### src/rtl/w_grf_writer_if.sv
// M-stage result bundle into the W stage and register-file write port out of it.
interface w_grf_writer_if;
    logic        flush;
    logic        valid_M;
    logic [31:0] pc_M;
    logic [31:0] ir_M;
    logic [4:0]  rd_M;
    logic [1:0]  wd_sel_M;
    logic [2:0]  ld_type_M;
    logic [31:0] alu_M;
    logic [31:0] dm_rdata_M;

    logic        grf_we;
    logic [4:0]  grf_addr;
    logic [31:0] grf_wd;
    logic [31:0] grf_pc;
    logic [31:0] ir_W;
    logic        misalign;
    logic [31:0] retire_cnt;

    // Pipeline/bench side: drives the M bundle, observes the write port.
    modport master (
        output flush, valid_M, pc_M, ir_M, rd_M, wd_sel_M, ld_type_M, alu_M, dm_rdata_M,
        input  grf_we, grf_addr, grf_wd, grf_pc, ir_W, misalign, retire_cnt
    );

    // W stage side.
    modport slave (
        input  flush, valid_M, pc_M, ir_M, rd_M, wd_sel_M, ld_type_M, alu_M, dm_rdata_M,
        output grf_we, grf_addr, grf_wd, grf_pc, ir_W, misalign, retire_cnt
    );
endinterface

### src/rtl/w_grf_writer.sv
// W stage: registers the M bundle, extends load data, drives the GRF write port.
module w_grf_writer #(
    parameter int unsigned WIDTH    = 32,
    parameter logic [31:0] PC_RESET = 32'h0000_3000
) (
    input logic          clk,
    input logic          reset,
    w_grf_writer_if.slave bus
);

    localparam logic [1:0] SEL_ALU  = 2'd0;
    localparam logic [1:0] SEL_MEM  = 2'd1;
    localparam logic [1:0] SEL_LINK = 2'd2;
    localparam logic [1:0] SEL_NONE = 2'd3;

    localparam logic [2:0] LD_LB  = 3'd1;
    localparam logic [2:0] LD_LBU = 3'd2;
    localparam logic [2:0] LD_LH  = 3'd3;
    localparam logic [2:0] LD_LHU = 3'd4;

    typedef struct packed {
        logic             valid;
        logic [WIDTH-1:0] pc;
        logic [WIDTH-1:0] ir;
        logic [4:0]       rd;
        logic [1:0]       wd_sel;
        logic [2:0]       ld_type;
        logic [WIDTH-1:0] alu;
        logic [WIDTH-1:0] rdata;
    } w_bundle_t;

    localparam w_bundle_t W_RESET = '{pc: PC_RESET, default: '0};

    w_bundle_t        r_w;
    w_bundle_t        w_next;
    logic [WIDTH-1:0] r_retire_cnt;

    logic [1:0]       w_off;
    logic [7:0]       w_byte;
    logic [15:0]      w_half;
    logic [WIDTH-1:0] w_load;
    logic [WIDTH-1:0] w_wd;
    logic             w_misalign;
    logic             w_we;

    // Next W contents: a flushed slot becomes an all-zero bubble.
    always_comb begin
        w_next = '{
            valid:   bus.valid_M,
            pc:      bus.pc_M,
            ir:      bus.ir_M,
            rd:      bus.rd_M,
            wd_sel:  bus.wd_sel_M,
            ld_type: bus.ld_type_M,
            alu:     bus.alu_M,
            rdata:   bus.dm_rdata_M
        };
        if (bus.flush) begin
            w_next = '0;
        end
    end

    // W pipeline register.
    always_ff @(posedge clk or negedge reset) begin
        if (!reset) begin
            r_w <= W_RESET;
        end else begin
            r_w <= w_next;
        end
    end

    // Load extension by width/signedness; unknown load types behave as LW.
    always_comb begin
        w_off  = r_w.alu[1:0];
        w_byte = r_w.rdata[{w_off, 3'b000} +: 8];
        w_half = r_w.rdata[{w_off[1], 4'b0000} +: 16];
        w_load = r_w.rdata;
        case (r_w.ld_type)
            LD_LB:   w_load = {{(WIDTH-8){w_byte[7]}}, w_byte};
            LD_LBU:  w_load = {{(WIDTH-8){1'b0}}, w_byte};
            LD_LH:   w_load = {{(WIDTH-16){w_half[15]}}, w_half};
            LD_LHU:  w_load = {{(WIDTH-16){1'b0}}, w_half};
            default: w_load = r_w.rdata;
        endcase
    end

    // Misaligned load detection, only for real memory write-backs.
    always_comb begin
        w_misalign = 1'b0;
        if (r_w.valid && (r_w.wd_sel == SEL_MEM)) begin
            case (r_w.ld_type)
                LD_LB, LD_LBU: w_misalign = 1'b0;
                LD_LH, LD_LHU: w_misalign = w_off[0];
                default:       w_misalign = (w_off != 2'b00);
            endcase
        end
    end

    // Write-back value select and write enable.
    always_comb begin
        w_wd = r_w.alu;
        case (r_w.wd_sel)
            SEL_ALU:  w_wd = r_w.alu;
            SEL_MEM:  w_wd = w_load;
            SEL_LINK: w_wd = r_w.pc + WIDTH'(8);
            default:  w_wd = r_w.alu;
        endcase
        w_we = r_w.valid && (r_w.rd != 5'd0) && (r_w.wd_sel != SEL_NONE) && !w_misalign;
    end

    // Retired-write counter, bumped in the cycle its write is presented.
    always_ff @(posedge clk or negedge reset) begin
        if (!reset) begin
            r_retire_cnt <= '0;
        end else if (w_we) begin
            r_retire_cnt <= r_retire_cnt + WIDTH'(1);
        end
    end

    assign bus.grf_we     = w_we;
    assign bus.grf_addr   = r_w.rd;
    assign bus.grf_wd     = w_wd;
    assign bus.grf_pc     = r_w.pc;
    assign bus.ir_W       = r_w.ir;
    assign bus.misalign   = w_misalign;
    assign bus.retire_cnt = r_retire_cnt;

endmodule
### src/flat_wrapper.sv
// flat-port wrapper written by rule: the top's interface ports become plain ports
module w_grf_writer_flat 
#(
    parameter int unsigned WIDTH    = 32,
    parameter logic [31:0] PC_RESET = 32'h0000_3000
)
  (clk, reset, bus_flush, bus_valid_M, bus_pc_M, bus_ir_M, bus_rd_M, bus_wd_sel_M, bus_ld_type_M, bus_alu_M, bus_dm_rdata_M, bus_grf_we, bus_grf_addr, bus_grf_wd, bus_grf_pc, bus_ir_W, bus_misalign, bus_retire_cnt);
  w_grf_writer_if bus_i ();
  input logic clk;
  input logic reset;
  input wire logic [$bits(bus_i.flush)-1:0] bus_flush;
  input wire logic [$bits(bus_i.valid_M)-1:0] bus_valid_M;
  input wire logic [$bits(bus_i.pc_M)-1:0] bus_pc_M;
  input wire logic [$bits(bus_i.ir_M)-1:0] bus_ir_M;
  input wire logic [$bits(bus_i.rd_M)-1:0] bus_rd_M;
  input wire logic [$bits(bus_i.wd_sel_M)-1:0] bus_wd_sel_M;
  input wire logic [$bits(bus_i.ld_type_M)-1:0] bus_ld_type_M;
  input wire logic [$bits(bus_i.alu_M)-1:0] bus_alu_M;
  input wire logic [$bits(bus_i.dm_rdata_M)-1:0] bus_dm_rdata_M;
  output wire logic [$bits(bus_i.grf_we)-1:0] bus_grf_we;
  output wire logic [$bits(bus_i.grf_addr)-1:0] bus_grf_addr;
  output wire logic [$bits(bus_i.grf_wd)-1:0] bus_grf_wd;
  output wire logic [$bits(bus_i.grf_pc)-1:0] bus_grf_pc;
  output wire logic [$bits(bus_i.ir_W)-1:0] bus_ir_W;
  output wire logic [$bits(bus_i.misalign)-1:0] bus_misalign;
  output wire logic [$bits(bus_i.retire_cnt)-1:0] bus_retire_cnt;
  assign bus_i.flush = bus_flush;
  assign bus_i.valid_M = bus_valid_M;
  assign bus_i.pc_M = bus_pc_M;
  assign bus_i.ir_M = bus_ir_M;
  assign bus_i.rd_M = bus_rd_M;
  assign bus_i.wd_sel_M = bus_wd_sel_M;
  assign bus_i.ld_type_M = bus_ld_type_M;
  assign bus_i.alu_M = bus_alu_M;
  assign bus_i.dm_rdata_M = bus_dm_rdata_M;
  assign bus_grf_we = bus_i.grf_we;
  assign bus_grf_addr = bus_i.grf_addr;
  assign bus_grf_wd = bus_i.grf_wd;
  assign bus_grf_pc = bus_i.grf_pc;
  assign bus_ir_W = bus_i.ir_W;
  assign bus_misalign = bus_i.misalign;
  assign bus_retire_cnt = bus_i.retire_cnt;
  w_grf_writer #(.WIDTH(WIDTH), .PC_RESET(PC_RESET)) u_core (.clk(clk), .reset(reset), .bus(bus_i));
endmodule
### config.mk
export PLATFORM = sky130hd
export DESIGN_NAME = w_grf_writer_flat
export DESIGN_NICKNAME = d
export VERILOG_FILES = /design/src/rtl/w_grf_writer_if.sv /design/src/rtl/w_grf_writer.sv /design/src/flat_wrapper.sv
export SDC_FILE = /design/constraint.sdc
export NUM_CORES = 1
export LEC_CHECK = 0
export ABC_AREA = 0
export CAP_MARGIN = 25
export CELL_PAD_IN_SITES_DETAIL_PLACEMENT = 2
export CELL_PAD_IN_SITES_GLOBAL_PLACEMENT = 2
export CORE_AREA = 2 2 170 172
export DETAILED_ROUTE_END_ITERATION = 10
export DIE_AREA = 0 0 172 174
export GPL_ROUTABILITY_DRIVEN = 0
export GPL_TIMING_DRIVEN = 0
export HOLD_SLACK_MARGIN = 0.12
export PLACE_DENSITY = 0.9
export SYNTH_ARGS = -nofsm -noshare
export SYNTH_HDL_FRONTEND = slang
export SYNTH_SLANG_ARGS = --single-unit
### constraint.sdc
create_clock -name clk -period 6.35 [get_ports clk]
set_clock_uncertainty 0.05 [all_clocks]
set_input_delay 0.635 -clock clk [delete_from_list [all_inputs] [get_ports clk]]
set_output_delay 0.635 -clock clk [all_outputs]
set_load 0.02 [all_outputs]
==> flow_metrics.env, run 1 <==
export IMPL_clk_latency_ns=0.45
export IMPL_r2r_end="u_core.bus.retire_cnt[15]"
export IMPL_drt_iter0_markers=422
export IMPL_drtPass1Iterations=4
export IMPL_dpl_cell_area_mm2=0.0118
export IMPL_ys_flop_type="dfrtp_1"
export IMPL_leakage_uw=0.00522
export IMPL_hold_viol_final=0
export IMPL_final_util=0.441
export IMPL_hp_start="u_core.bus.retire_cnt[31]"
export IMPL_final_cell_mix="clkdlybuf4s50_1 (274), dfrtp_1 (169), nor2b_1 (143), buf_4 (72), nand2_1 (59)"
export IMPL_syn_instance_count=807
export IMPL_start_util=0.304
export IMPL_drcViolationCount=0
export IMPL_crit_family="buffers and inverters"
export IMPL_final_common_cell="clkdlybuf4s50_1"
export IMPL_portBuffers=275
export IMPL_routedWlPerCell_um=23.3
export IMPL_grt_max_degree=107
export IMPL_critical_path_class="register to primary output"
export IMPL_timing_final_ws_setup_ns=1.85
export IMPL_finish_net_count=1250
export IMPL_crit_fanout=10
export IMPL_yosysTopAreaCell="dfrtp_1"
export IMPL_drv_slew=0
export IMPL_vias_per_cell=4.92
export IMPL_clock_path_buffers=2
export IMPL_die_h_um=174
export IMPL_crit_buf_inv=4
export IMPL_cts_buffers_inserted=17
export IMPL_hold_path_end="u_core.bus.retire_cnt[31]"
export IMPL_drive_gt1_frac=0.135
export IMPL_core_area_mm2=0.0282
export IMPL_via_count=7393
export IMPL_avgSynthCellArea_um2=10.6
export IMPL_synthesis_nets=954
export IMPL_hold_depth=1
export IMPL_peakVddDrop_v=0.000185
export IMPL_relSlewSlack=0.494
export IMPL_area_growth_pct=45.2
export IMPL_synth_area_leaders="dfrtp_1 (49%), nor2b_1 (10%), buf_4 (6.3%)"
export IMPL_synth_top_cell_area_share=0.493
export IMPL_clock_sinks=171
export IMPL_crit_path_cell_trace="inv_1, ha_1, clkbuf_1, nor2b_1, nand2_1, nor3_2, buf_2, o21ai_0, o211ai_1, clkdlybuf4s50_1"
export IMPL_grt_overflow_total=0
export IMPL_htree_levels=4
export IMPL_dp_hpwl_mm=26.2
export IMPL_drtAntennaViolNets=0
export IMPL_async_flop_share=1.00
export IMPL_timing_fmax_ghz=0.222
export IMPL_slowest_stage="clkdlybuf4s50_1"
export IMPL_cap_violations=0
export IMPL_synth_seq_cells=171
export IMPL_ys_types=65
export IMPL_min_path_type="register to register"
export IMPL_routed_wl_mm=35.0
export IMPL_post_cts_buffers=0
export IMPL_dieArea_mm2=0.0299
export IMPL_grt_pass1_wl_mm=52.5
export IMPL_syn_area_mm2=0.00857
export IMPL_worst_ep_arrival_time_ns=3.81
export IMPL_synth_warning_count=0
export IMPL_pre_cts_ws_ns=2.41
export IMPL_r2r_slack_ns=3.97
export IMPL_fin_crit_ns=4.50
export IMPL_cts_tree="yes"
export IMPL_timing_rr_start="u_core.r_w[67]"
export IMPL_startpoint_type="register"
export IMPL_grt_antenna_before_repair=5
export IMPL_die_w_um=172
export IMPL_final_setup_tns_ns=0
export IMPL_p_per_area_mw_per_mm2=233
export IMPL_tightest_slew_ns=0.755
export IMPL_fin_crit_sh=0.708
export IMPL_fin_area_mm2=0.0125
export IMPL_grt_usage=0.238
export IMPL_status="completed"
export IMPL_required_ns=5.66
export IMPL_clk_root_buffer_cell="clkbuf_16"
export IMPL_grt_pass1_vias=8353
export IMPL_cp_end_kind="primary output"
export IMPL_grt_setup_unrepaired="no"
export IMPL_setup_viol=0
export IMPL_rows=62
export IMPL_cp_slowest_stage_delay_ns=0.66
export IMPL_synth_edf_count=0
export IMPL_rr_worst_depth=6
export IMPL_ys_seq_area_frac=0.499
export IMPL_ios=277
export IMPL_clkTransAtPathRegs_ns=0.07
export IMPL_post_cts_resized=0
-- state kept, by name, indices dropped and copies added (netlist names) --
register               cells
u_core.bus.grf_addr        5
u_core.bus.grf_pc         32
u_core.bus.ir_W           32
u_core.r_w                70
u_core.bus.retire_cnt     32
-- worst max path at each step --
stage,from,to,cells after the start
6_report,u_core.r_w[67],bus_grf_wd[21],10
5_1_grt,u_core.r_w[67],bus_grf_wd[21],10
4_1_cts,u_core.r_w[67],bus_grf_wd[21],10
3_5_place_dp,u_core.r_w[67],bus_grf_wd[23],10
3_3_place_gp,reset,u_core.bus.grf_pc[22],1
2_1_floorplan,u_core.r_w[67],bus_grf_wd[20],9
-- worst reg2reg max path, delay by kind of cell (launching register included) --
kind	cells	cell delay (ns)
AOI/OAI and AO/OA	3	0.98
xor gates and xnor gates	1	0.19
adders and majority gates	1	0.32
DFF	1	0.42
and+or+nand+nor	1	0.34
-- cell usage after synthesis (2+ instances only) --
library cell	instances
nor4_4	2
nand2_1	59
nor2_1	10
a21boi_0	3
nand4_1	22
buf_4	72
mux2_2	3
nor3_2	2
a221o_1	3
and4_1	7
nor2b_1	143
and2_1	6
buf_2	8
o211ai_1	21
nor4_2	5
o21ai_1	13
nor3_1	9
and3_1	14
o21ai_0	16
ha_1	5
xor2_1	34
nor3b_1	2
xnor2_1	25
nor4_1	4
a32oi_1	6
dfrtp_1	169
inv_1	16
buf_1	2
a211o_1	3
or2_2	2
nand2b_1	6
o221ai_1	2
mux2i_1	2
o22ai_1	4
dfstp_2	2
a221oi_2	10
nand3_1	19
a22oi_1	9
buf_6	2
a211oi_1	8
a21oi_1	9
clkbuf_1	25
-- kinds of logic after synthesis --
group,Yosys count,synth area share
mux,7,0.0102
xor+xnor,59,0.0603
compound gates,117,0.107
simple gates,321,0.226
flops,171,0.499
fa+ha+maj,5,0.00730
buf+inv,127,0.0900
-- power breakdown --
| part | switching, uW | internal, uW | leakage, uW | total (uW) |
|---|---|---|---|---|
| clock network | 465 | 620 | 0.000281 | 1090 |
| registers | 63.9 | 1150 | 0.00223 | 1210 |
| logic | 317 | 287 | 0.00271 | 604 |
-- area by class of cell --
type / instances / area, um^2
clock buffer: 22 / 484
tap: 384 / 480
multi-input combinational: 509 / 3520
clock inverter: 8 / 109
inverter: 18 / 67.6
timing repair buffer: 277 / 2800
antenna: 4 / 10.0
sequential: 171 / 4280
fill: 2961 / 15800
buffer: 109 / 704
-- what timing repair did --
item	4_1_cts	5_1_grt
hold buffers	1	0
setup endpoints to repair	0	0
endpoints found under the hold margin	18	0
-- metal layers --
metal,vias to the layer above,part of all wire,wire (um),global-route usage
met1,3749,0.39,13800,0.283
met3,69,0.049,1710,0.0423
met4,2,0.038,1330,0.110
met5,-,0.00037,13,0
met2,277,0.52,18200,0.414
li1,3296,-,-,-
-- through the flow --
step	cells	power [uW]	hold WS, ns
after floorplan	807	1490	0.289
final	1502	2900	0.437
after global routing	1502	2990	0.463
after CTS	1498	2920	0.441
after global placement	1466	1800	0.414
after detailed placement	1467	1830	0.428
(Power assumes the default switching activity.)
==> run 2, diff against run 1 <==
Settings changed: CORE_AREA 2 2 170 172 to 2 2 175 177, DIE_AREA 0 0 172 174 to 0 0 177 179, PLACE_DENSITY 0.9 to 0.85.
Clock period 6.35 ns to 4.2 ns, I/O delays scaled along.
==> flow_metrics.env, run 2 (synthesis results as in run 1) <==
export IMPL_drcViolationCount=0
export IMPL_via_count=7264
export IMPL_worst_ep_arrival_time_ns=3.48
export IMPL_largest_reg_flops=70
export IMPL_drive_gt1_frac=0.136
export IMPL_clk_root_buffer_cell="clkbuf_16"
export IMPL_relSlewSlack=0.479
export IMPL_fin_crit_sh=0.940
export IMPL_clock_sinks=171
export IMPL_slowest_stage="clkdlybuf4s50_1"
export IMPL_seqPwrFrac=0.407
export IMPL_core_area_mm2=0.0300
export IMPL_die_h_um=179
export IMPL_timing_final_ws_setup_ns=0.250
export IMPL_cp_end_kind="primary output"
export IMPL_cts_buffers_inserted=17
export IMPL_clk_latency_ns=0.45
export IMPL_setup_viol=0
export IMPL_cp_slowest_stage_delay_ns=0.65
export IMPL_fin_area_mm2=0.0125
export IMPL_tightest_slew_ns=0.777
export IMPL_fin_cells=1515
export IMPL_drv_slew=0
export IMPL_fin_crit_ns=3.95
export IMPL_rows=64
export IMPL_final_util=0.417
export IMPL_dp_cells=1479
export IMPL_required_ns=3.73
export IMPL_grt_pass1_vias=8183
export IMPL_min_path_type="primary input to register"
export IMPL_dieArea_mm2=0.0317
export IMPL_grt_antenna_before_repair=4
export IMPL_area_growth_pct=46.1
export IMPL_grt_setup_unrepaired="no"
export IMPL_dpl_cell_area_mm2=0.0119
export IMPL_peakVddDrop_v=0.000241
export IMPL_pwr_share_clk=0.391
export IMPL_combPwrFrac=0.202
export IMPL_p_per_area_mw_per_mm2=358
export IMPL_final_cell_mix="clkdlybuf4s50_1 (274), dfrtp_1 (169), nor2b_1 (142), buf_4 (72), nand2_1 (59)"
export IMPL_post_cts_buffers=0
export IMPL_status="completed"
export IMPL_dp_hpwl_mm=25.3
export IMPL_grt_max_degree=114
export IMPL_htree_levels=4
export IMPL_clock_path_buffers=2
export IMPL_die_w_um=177
export IMPL_final_common_cell="clkdlybuf4s50_1"
export IMPL_startpoint_type="register"
export IMPL_hold_viol_final=0
export IMPL_drtPass1Iterations=6
export IMPL_drt_iter0_markers=383
export IMPL_grt_usage=0.212
export IMPL_crit_fanout=10
export IMPL_total_power_uw=4490
export IMPL_p_int_uw=3230
export IMPL_portBuffers=275
export IMPL_routedWlPerCell_um=22.2
export IMPL_routed_wl_mm=33.6
export IMPL_crit_family="buffers and inverters"
export IMPL_start_util=0.286
export IMPL_finish_net_count=1250
export IMPL_clkTransAtPathRegs_ns=0.07
export IMPL_cap_violations=0
export IMPL_timing_fmax_ghz=0.253
export IMPL_drtAntennaViolNets=0
export IMPL_ios=277
export IMPL_critical_path_class="register to primary output"
export IMPL_cts_tree="yes"
export IMPL_grt_overflow_total=0
export IMPL_crit_path_cell_trace="inv_1, ha_1, clkbuf_1, nor2b_2, nand2_1, nor3_4, buf_2, o21ai_0, o211ai_1, clkdlybuf4s50_1"
export IMPL_pre_cts_ws_ns=0.543
export IMPL_grt_pass1_wl_mm=49.8
export IMPL_fillers=3141
export IMPL_swShare=0.280
export IMPL_p_sw_uw=1260
export IMPL_vias_per_cell=4.79
export IMPL_crit_buf_inv=4
export IMPL_top_register="u_core.r_w"
export IMPL_leakage_uw=0.00524
==> run 2: repair_timing <==
action / CTS / global route
endpoints found under the setup margin: 0 / 13
resized for setup: 0 / 2
hold endpoints to repair: 56 / 0
hold buffers: 1 / 0
==> run 2: worst paths after layout <==
kind,slack (ns),from,cells after the start,to
max,0.25,u_core.r_w[67],10,bus_grf_wd[21]
min,0.31,bus_flush,2,u_core.r_w[22]
max reg2reg,1.82,u_core.r_w[68],7,u_core.bus.retire_cnt[15]
min reg2reg,0.42,u_core.bus.retire_cnt[31],1,u_core.bus.retire_cnt[31]
max in group asynchronous,2.67,reset,3,u_core.bus.grf_pc[17]
min in group asynchronous,0.43,reset,2,u_core.bus.retire_cnt[31]
==> run 2: worst register-to-register path: stages (launching register included) <==
cell and delay, ns:
dfrtp_1 0.39, inv_1 0.07, ha_1 0.27, o21ai_0 0.21
a31oi_4 0.11, a211oi_1 0.68, and4_1 0.35, xor2_1 0.19
==> run 2: through the flow <==
step | setup TNS [ns] | hold WS, ns
2_1_floorplan | 0 | 0.0744
3_3_place_gp | -797.99 | 0.413
3_5_place_dp | 0 | 0.344
4_1_cts | 0 | 0.303
5_1_grt | 0 | 0.346
6_report | 0 | 0.308
==> run 2: per-layer routing <==
metal | vias to the layer above | wire length [um] | GRT usage
met5 | - | 13 | 0
met4 | 2 | 975 | 0.0871
met3 | 46 | 1410 | 0.0452
met2 | 204 | 17900 | 0.378
met1 | 3721 | 13300 | 0.248
li1 | 3291 | - | -
==> run 2: power by group through the flow <==
| stage | registers, uW | clock network (uW) | logic [uW] |
|---|---|---|---|
| floorplan | 1850 | 0 | 409 |
| global placement | 1850 | 0 | 871 |
| detailed placement | 1860 | 0 | 903 |
| CTS | 1830 | 1800 | 916 |
| global route | 1840 | 1850 | 966 |
| finish | 1830 | 1760 | 906 |
==> run 2: area by class of cell <==
type                       instances  area [um^2]  area share
antenna                            3         7.51    0.000599
tap                              396          495      0.0395
inverter                          18         67.6     0.00539
sequential                       171         4280       0.342
clock inverter                     9          159      0.0127
timing repair buffer             277         2800       0.223
clock buffer                      23          488      0.0389
buffer                           109          704      0.0562
multi-input combinational        509         3530       0.282
